[src/rtl/rpmp_host_initiator.sv]
// Host-side initiator for the MSX bridge RATN/ACK/cmd/r handshake bus.
// Captures Z80 cycles for an emulation core, returns read data and writes config words.
module rpmp_host_initiator #(
    parameter int unsigned SYNC_STAGES = 2,
    parameter int unsigned SETUP_CYC   = 2,
    parameter int unsigned TIMEOUT_CYC = 1024
) (
    input  logic        clk,
    input  logic        rst,
    input  logic        atn,
    input  logic        ack,
    output logic        ratn,
    output logic [1:0]  cmd,
    input  logic [15:0] r_in,
    output logic [15:0] r_out,
    output logic        r_oe,
    output logic        cyc_valid,
    input  logic        cyc_ready,
    output logic [15:0] cyc_addr,
    output logic [3:0]  cyc_stat,
    output logic [7:0]  cyc_wdata,
    input  logic [7:0]  cyc_rdata,
    input  logic        cfg_valid,
    input  logic [15:0] cfg_word,
    output logic        cfg_ready,
    output logic        busy,
    output logic        timeout_err
);
    localparam int unsigned SYNC_W  = (SYNC_STAGES < 1) ? 1 : SYNC_STAGES;
    localparam int unsigned CNT_MAX = (SETUP_CYC > TIMEOUT_CYC) ? SETUP_CYC : TIMEOUT_CYC;
    localparam int unsigned CNT_W   = $clog2(CNT_MAX + 1) + 1;

    localparam logic [1:0] CMD_ADDR = 2'b00;
    localparam logic [1:0] CMD_STAT = 2'b01;
    localparam logic [1:0] CMD_DATA = 2'b10;
    localparam logic [1:0] CMD_CFG  = 2'b11;

    typedef enum logic [2:0] {
        S_IDLE, S_ADDR, S_STAT, S_PRESENT, S_DATA, S_WAITN, S_CFG
    } state_e;

    typedef enum logic [1:0] {
        P_SETUP, P_STROBE, P_RELEASE
    } phase_e;

    state_e            state_q, state_d;
    phase_e            phase_q, phase_d;
    logic [CNT_W-1:0]  cnt_q, cnt_d;
    logic [SYNC_W-1:0] atn_sync_q, ack_sync_q;
    logic              atn_s, ack_s;
    logic              atn_done_q, atn_done_d;
    logic              ratn_q, ratn_d;
    logic [1:0]        cmd_q, cmd_d;
    logic [15:0]       r_out_q, r_out_d;
    logic              r_oe_q, r_oe_d;
    logic              cyc_valid_q, cyc_valid_d;
    logic [15:0]       cyc_addr_q, cyc_addr_d;
    logic [3:0]        cyc_stat_q, cyc_stat_d;
    logic [7:0]        cyc_wdata_q, cyc_wdata_d;
    logic              cfg_ready_q, cfg_ready_d;
    logic              busy_q, busy_d;
    logic              timeout_err_q, timeout_err_d;
    logic              tmo_hit, xfer_done, xfer_abort;

    assign atn_s   = atn_sync_q[SYNC_W-1];
    assign ack_s   = ack_sync_q[SYNC_W-1];
    assign tmo_hit = (TIMEOUT_CYC != 0) && (cnt_q == CNT_W'(TIMEOUT_CYC - 1));

    // Input synchronizers and all state/output registers
    always_ff @(posedge clk or posedge rst) begin
        if (rst) begin
            atn_sync_q    <= '0;
            ack_sync_q    <= '0;
            state_q       <= S_IDLE;
            phase_q       <= P_SETUP;
            cnt_q         <= '0;
            atn_done_q    <= 1'b0;
            ratn_q        <= 1'b0;
            cmd_q         <= CMD_ADDR;
            r_out_q       <= '0;
            r_oe_q        <= 1'b0;
            cyc_valid_q   <= 1'b0;
            cyc_addr_q    <= '0;
            cyc_stat_q    <= '0;
            cyc_wdata_q   <= '0;
            cfg_ready_q   <= 1'b0;
            busy_q        <= 1'b0;
            timeout_err_q <= 1'b0;
        end else begin
            atn_sync_q    <= SYNC_W'({atn_sync_q, atn});
            ack_sync_q    <= SYNC_W'({ack_sync_q, ack});
            state_q       <= state_d;
            phase_q       <= phase_d;
            cnt_q         <= cnt_d;
            atn_done_q    <= atn_done_d;
            ratn_q        <= ratn_d;
            cmd_q         <= cmd_d;
            r_out_q       <= r_out_d;
            r_oe_q        <= r_oe_d;
            cyc_valid_q   <= cyc_valid_d;
            cyc_addr_q    <= cyc_addr_d;
            cyc_stat_q    <= cyc_stat_d;
            cyc_wdata_q   <= cyc_wdata_d;
            cfg_ready_q   <= cfg_ready_d;
            busy_q        <= busy_d;
            timeout_err_q <= timeout_err_d;
        end
    end

    always_comb begin
        state_d       = state_q;
        phase_d       = phase_q;
        cnt_d         = cnt_q + CNT_W'(1);
        atn_done_d    = atn_done_q & atn_s;
        ratn_d        = ratn_q;
        cmd_d         = cmd_q;
        r_out_d       = r_out_q;
        r_oe_d        = r_oe_q;
        cyc_valid_d   = cyc_valid_q;
        cyc_addr_d    = cyc_addr_q;
        cyc_stat_d    = cyc_stat_q;
        cyc_wdata_d   = cyc_wdata_q;
        cfg_ready_d   = 1'b0;
        timeout_err_d = timeout_err_q;
        xfer_done     = 1'b0;
        xfer_abort    = 1'b0;

        // Shared SETUP/STROBE/RELEASE handshake for every bus command
        if (state_q inside {S_ADDR, S_STAT, S_DATA, S_CFG}) begin
            case (phase_q)
                P_SETUP: begin
                    if ((cnt_q + CNT_W'(1)) >= CNT_W'(SETUP_CYC)) begin
                        phase_d = P_STROBE;
                        ratn_d  = 1'b1;
                        cnt_d   = '0;
                    end
                end
                P_STROBE: begin
                    if (ack_s) begin
                        ratn_d  = 1'b0;
                        phase_d = P_RELEASE;
                        cnt_d   = '0;
                        if (state_q == S_ADDR) begin
                            cyc_addr_d = r_in;
                        end
                        if (state_q == S_STAT) begin
                            cyc_stat_d  = r_in[15:12];
                            cyc_wdata_d = r_in[7:0];
                        end
                    end else if (tmo_hit) begin
                        xfer_abort = 1'b1;
                    end
                end
                P_RELEASE: begin
                    if (!ack_s) begin
                        r_oe_d    = 1'b0;
                        cmd_d     = CMD_ADDR;
                        xfer_done = 1'b1;
                    end else if (tmo_hit) begin
                        xfer_abort = 1'b1;
                    end
                end
                default: phase_d = P_SETUP;
            endcase
        end

        case (state_q)
            S_IDLE: begin
                // A fresh atn assertion always wins over a pending config write
                if (atn_s && !atn_done_q) begin
                    state_d    = S_ADDR;
                    atn_done_d = 1'b1;
                    cmd_d      = CMD_ADDR;
                    r_out_d    = '0;
                    r_oe_d     = 1'b0;
                    phase_d    = P_SETUP;
                    cnt_d      = '0;
                end else if (cfg_valid && !atn_s) begin
                    state_d = S_CFG;
                    cmd_d   = CMD_CFG;
                    r_out_d = cfg_word;
                    r_oe_d  = 1'b1;
                    phase_d = P_SETUP;
                    cnt_d   = '0;
                end
            end
            S_ADDR: begin
                if (xfer_done) begin
                    state_d = S_STAT;
                    cmd_d   = CMD_STAT;
                    phase_d = P_SETUP;
                    cnt_d   = '0;
                end
            end
            S_STAT: begin
                if (xfer_done) begin
                    state_d     = S_PRESENT;
                    cyc_valid_d = 1'b1;
                end
            end
            S_PRESENT: begin
                if (cyc_ready) begin
                    cyc_valid_d = 1'b0;
                    if (!cyc_stat_q[3]) begin
                        state_d = S_DATA;
                        cmd_d   = CMD_DATA;
                        r_out_d = {8'h00, cyc_rdata};
                        r_oe_d  = 1'b1;
                        phase_d = P_SETUP;
                        cnt_d   = '0;
                    end else begin
                        state_d = S_WAITN;
                    end
                end
            end
            S_DATA: begin
                if (xfer_done) begin
                    state_d = S_WAITN;
                end
            end
            S_WAITN: begin
                if (!atn_s) begin
                    state_d = S_IDLE;
                end
            end
            S_CFG: begin
                if (xfer_done) begin
                    state_d     = S_IDLE;
                    cfg_ready_d = 1'b1;
                end
            end
            default: state_d = S_IDLE;
        endcase

        // Bridge stopped answering: drop the bus and return to idle
        if (xfer_abort) begin
            timeout_err_d = 1'b1;
            ratn_d        = 1'b0;
            r_oe_d        = 1'b0;
            cmd_d         = CMD_ADDR;
            cyc_valid_d   = 1'b0;
            state_d       = S_IDLE;
            phase_d       = P_SETUP;
        end

        busy_d = (state_d != S_IDLE);
    end

    assign ratn        = ratn_q;
    assign cmd         = cmd_q;
    assign r_out       = r_out_q;
    assign r_oe        = r_oe_q;
    assign cyc_valid   = cyc_valid_q;
    assign cyc_addr    = cyc_addr_q;
    assign cyc_stat    = cyc_stat_q;
    assign cyc_wdata   = cyc_wdata_q;
    assign cfg_ready   = cfg_ready_q;
    assign busy        = busy_q;
    assign timeout_err = timeout_err_q;

endmodule

[config.mk]
export PLATFORM = sky130hd
export DESIGN_NAME = rpmp_host_initiator
export DESIGN_NICKNAME = d
export VERILOG_FILES = /design/src/rtl/rpmp_host_initiator.sv
export SDC_FILE = /design/constraint.sdc
export NUM_CORES = 1
export LEC_CHECK = 0
export CAP_MARGIN = 20
export CORE_MARGIN = 5
export CORE_UTILIZATION = 48
export CTS_CLUSTER_DIAMETER = 120
export DETAILED_ROUTE_END_ITERATION = 7
export PLACE_DENSITY = 0.8
export REMOVE_ABC_BUFFERS = 1
export SYNTH_ARGS = -nofsm -noshare
export SYNTH_HDL_FRONTEND = slang
export SYNTH_SLANG_ARGS = --single-unit
[constraint.sdc]
create_clock -name clk -period 2.7 [get_ports clk]
set_clock_uncertainty 0.05 [all_clocks]
set_input_delay 0.54 -clock clk [delete_from_list [all_inputs] [get_ports clk]]
set_output_delay 0.54 -clock clk [all_outputs]
set_load 0.01 [all_outputs]
Word level (Yosys, flattened, before mapping). Cells that the tools add are included.

Bits in writable memories: 0. Latch bits: 0. Memories kept: 0. Bits of input ports: 46. Register bits: 74. Memory bits (read-only): 0.

Add/sub/neg operators: 1. Multiplexer cells: 77. $lt $le $gt $ge: 1. Div/mod/pow operators: 0. Multipliers: 0. Equal/unequal tests: 16. Shift-type cells: 0. Bitwise operators: 1. Reductions and logical operators: 17.

Operator list (count): 12-bit 2-to-1 mux (8); 16-bit 2-to-1 mux (4); 2-bit 2-to-1 mux (18); 12-bit one-hot mux with 3 select lines (1); 16-bit one-hot mux with 2 select lines (1); 1-bit 2-to-1 mux (27); 3-bit 2-to-1 mux (9); 12-bit one-hot mux with 2 select lines (1); 3-bit one-hot mux with 7 select lines (1); 2-bit one-hot mux with 3 select lines (3); 4-bit AND reduction (4); 3-bit != test, second input constant (5); 12-bit by 1-bit adder with 12-bit output, second input constant (1); 12-bit by 10-bit equality test with 1-bit output, second input constant (1); 12-bit by 2-bit >= comparator with 1-bit output, second input constant (1); 3-bit equality test, second input constant (3); 3-bit nonzero test (3); 1-bit one-hot mux with 2 select lines (4); 3-bit by 2-bit equality test with 1-bit output, second input constant (2); 2-bit != test, second input constant (2); 2-bit nonzero test (2); 4-bit nonzero test (1); 3-bit by 1-bit equality test with 1-bit output, second input constant (1); 3-bit logical NOT (1); other kinds (7) (9).

Depth between registers and ports, before layout.
Depth after elaboration: 9. Depth in mapped cells: 8.

Worst setup path after synthesis. No wires, ideal clock.

Kind: register -> register. Start: reg cnt_q[0]. End: reg cnt_q[10]. Arrival: 2.117 ns. Clock period less this slack: 2.298 ns. Library setup time: 0.131 ns. Slack: 0.402 ns. Stages on the path, launching flop included: 9. Path buffers: 1. Path through: dfrtp_1 -> ha_1 -> and4_1 -> clkbuf_1 -> mux2_1 -> o211ai_1 -> a2111oi_4 -> o21ai_4 -> nor2_2.

Word-level cells in the longest chain between the ends: 8. Elaborated cells on any way between the ends: 12. Classes of those cells: 1 x add/sub; 1 x order compare; 10 x mux.

Ends and longest elaborated chain: start, declared (line 48) `logic [CNT_W-1:0] cnt_q, cnt_d;`; start signal, assigned (line 94) `cnt_q <= cnt_d;`; 12-bit by 1-bit adder with 12-bit output (*) (line 113, 132); 12-bit by 2-bit >= comparator with 1-bit output (line 132) `if ((cnt_q + CNT_W'(1)) >= CNT_W'(SETUP_CYC)) begin`; 12-bit 2-to-1 mux (line 132); 12-bit one-hot mux with 2 select lines (line 130) `case (phase_q)`; 12-bit 2-to-1 mux (*) (line 129) `if (state_q inside {S_ADDR, S_STAT, S_DATA, S_CFG}) begin`; 12-bit 2-to-1 mux (on tied branches) (line 204, 178); 12-bit 2-to-1 mux (on tied branches) (line 202, 170); 12-bit one-hot mux with 3 select lines (*) (line 167) `case (state_q)`; named net cnt_d[10] (line 48).

The timed path passes the listed nets; every way through them passes the cells marked *. A chain may end at the register's enable or synchronous reset.

Worst setup path after layout.
Start: reg cnt_q[0]. End: reg cnt_q[4].

Same word-level chain as after synthesis.

==> flow_metrics.tcl <==
set metrics [dict create \
    status "completed" \
    critPathKind "reg2reg" \
    ys_types 51 \
    ff_latch_area_sq_mm 0.00185 \
    root_buffer "clkbuf_8" \
    worstHoldPathType "reg2reg" \
    synth_edf_count 0 \
    die_width_um 96.1 \
    dp_hpwl_mm 6.26 \
    rsz0062_at_grt "no" \
    nets 493 \
    clkSlewWorstSetupHoldPaths_ns 0.07 \
    drc 0 \
    cts_max_level 3 \
    cts.repair.resized 0 \
    cts_hold_buf 0 \
    syn-cell-area_sq_mm 0.00356 \
    synth_top_cell_by_area "dfrtp_1" \
    whs_path_depth 0 \
    area_growth_syn_to_layout_pct 35.8 \
    endpoint_kind "flop" \
    cts_tree "done" \
    avgSynthCellArea_sq_um 10.4 \
    setup-tns-final_ns 0 \
    ys.flop_type "dfrtp_1" \
    drt-pass1-iter-count 6 \
    fin_hold_ws_ns 0.302 \
    grt_max_degree 75 \
    synthTopCellsByArea "dfrtp_1, mux2_1, nand2_1" \
    power.leakage_uw 0.00206 \
    vias 2875 \
    drive_above_1_share 0.108 \
    arrival_ns 2.67 \
    diodes 0 \
    slew_violations 0 \
    ant_nets 0 \
    grt_pass1_vias 3001 \
    drt_iter0_drc 137 \
    cellPowerDensity_mw_per_mm2 1020 \
    required_ns 2.87 \
    initial_core_util 0.490 \
    regToRegStartpoint "cnt_q[0]$_DFF_PP0_" \
    min_from "atn_sync_q[0]$_DFF_PP0_" \
    routedWlPerCell_um 15.8 \
    cts_buffer_depth 2 \
    rrSetupSlack_ns 0.20 \
    syn_inst 341 \
    hold_viol_final 0 \
    maxSlewHeadroom 0.287 \
    die_area_sq_mm 0.00923 \
    io_pins 98 \
    clock.fmax_mhz 401 \
    synth.top_cell.area_share 0.521 \
    fin_crit_sh 0.924 \
    core.rowCount 31 \
    grtUsageTotal 0.201 \
    drv_cap 0 \
    grt_pass1_wl_mm 14.2 \
    synth-seq-cells 74 \
    yosys-top-cells-count "dfrtp_1, nand2_1, a21oi_1, nor2_1, mux2_1" \
    finalSetupViolations 0 \
    vias_per_cell 5.28 \
    async_flop_share 1.00 \
    reg2regPathDepth 7 \
    dieHeight_um 96.1 \
    gp_congestion 0.848 \
    cts_setup_buffers 0 \
    hold_path_end "atn_sync_q[1]$_DFF_PP0_" \
    core_region_area_sq_mm 0.00725 \
    synth_warnings 0 \
    cp-start-kind "flop" \
    cp_max_fo 10 \
    multiInputGateArea_sq_mm 0.00162 \
    worstReg2RegEnd "cnt_q[4]$_DFF_PP0_" \
    placement.io_buffers 97 \
    clk_latency_ns 0.35 \
    cts_sinks 74 \
    synth_most_common_cell "dfrtp_1" \
    cts_buffers 9 \
    gr-total-overflow 0 \
    ir_drop_uv 536 \
    period_minus_slack_ns 2.50 \
    fillers 578 \
    ys_seq_area_frac 0.521 \
    tightest_slew_ns 1.07 \
    wl_mm 8.62 \
    grt_antenna_before_repair 0 \
]
-- per-stage QoR --
step                      utilization  instances  total power [uW]  instance area, sq um  setup WS (ns)
final                           0.666        545              4910                  4830          0.205
after global routing            0.666        545              5270                  4830         0.0215
after CTS                       0.666        545              4960                  4830          0.191
after detailed placement        0.643        529              4180                  4660          0.109
after global placement          0.643        529              4100                  4660          0.196
after floorplan                     -        326              3040                  3500          0.228
-- cells in the final DEF (no fill, tap or decap), types with 2 or more instances in the layout --
cell type / n
o31ai_1: 3
ha_1: 6
clkbuf_8: 10
nand2b_1: 4
and3_1: 12
clkbuf_1: 2
o21ai_1: 15
mux2_2: 11
o21ai_0: 11
and2_1: 4
and4_1: 2
clkdlybuf4s50_1: 97
a21o_1: 2
nor2_2: 7
nand3_1: 4
a21oi_1: 22
nor2b_1: 7
nor3_1: 9
or3_1: 3
dfrtp_1: 74
buf_4: 6
nand2_1: 40
nand4_1: 4
nor2_1: 21
clkinv_2: 2
xnor2_1: 7
inv_1: 6
nor2b_2: 2
mux2_1: 18
o211ai_1: 4
xor2_1: 5
-- metal layers --
metal  GRT usage  part of all wire
met5           0                 0
met4      0.0924             0.024
met3      0.0876              0.10
met2       0.316              0.46
met1       0.238              0.41
-- worst max path at each step --
stage / startpoint / endpoint / slack, ns
3_5_place_dp: cyc_ready / r_out[12]$_DFFE_PP0P_ / 0.11
6_report: cnt_q[0]$_DFF_PP0_ / cnt_q[4]$_DFF_PP0_ / 0.20
3_3_place_gp: cyc_ready / r_out[12]$_DFFE_PP0P_ / 0.20
4_1_cts: cnt_q[0]$_DFF_PP0_ / cnt_q[4]$_DFF_PP0_ / 0.19
5_1_grt: cnt_q[0]$_DFF_PP0_ / cnt_q[0]$_DFF_PP0_ / 0.02
2_1_floorplan: rst / ack_sync_q[0]$_DFF_PP0_ / 0.23
-- power by group --
part	total [uW]	switching (uW)	internal [uW]
Clock	767	408	360
Combinational	2320	1130	1190
Sequential	1830	300	1530
-- critical path, stage by stage (launching register included) --
cell       delay [ns]
dfrtp_1          0.42
ha_1             0.26
and4_1           0.38
mux2_1           0.36
o211ai_1         0.33
a2111oi_4        0.11
o21ai_4          0.38
nor2_2           0.08
-- logic make-up after synthesis --
| logic type | count (synthesis) | synth area share |
|---|---|---|
| simple gates | 126 | 0.181 |
| flops | 74 | 0.521 |
| compound gates | 72 | 0.132 |
| mux | 29 | 0.0918 |
| buf+inv | 22 | 0.0239 |
| xor+xnor | 12 | 0.0295 |
| fa+ha+maj | 6 | 0.0211 |
-- flip-flops by register name (all words and copies together) (netlist names) --
| name | count |
|---|---|
| ack_sync_q | 2 |
| cfg_ready | 1 |
| ratn | 1 |
| atn_done_q | 1 |
| cnt_q | 12 |
| atn_sync_q | 2 |
| cyc_stat | 4 |
| cyc_wdata | 8 |
| cyc_valid | 1 |
| cmd | 2 |
| r_out | 16 |
| phase_q | 2 |
| r_oe | 1 |
| busy | 1 |
| cyc_addr | 16 |
| timeout_err | 1 |
| state_q | 3 |
-- cell type report --
cell class,count,area share
sequential,74,0.383
multi-input combinational,245,0.336
timing repair buffer,104,0.214
clock buffer,12,0.0300
tap,99,0.0256
clock inverter,4,0.00544
inverter,7,0.00544
Power figures use the tool's default switching activity.
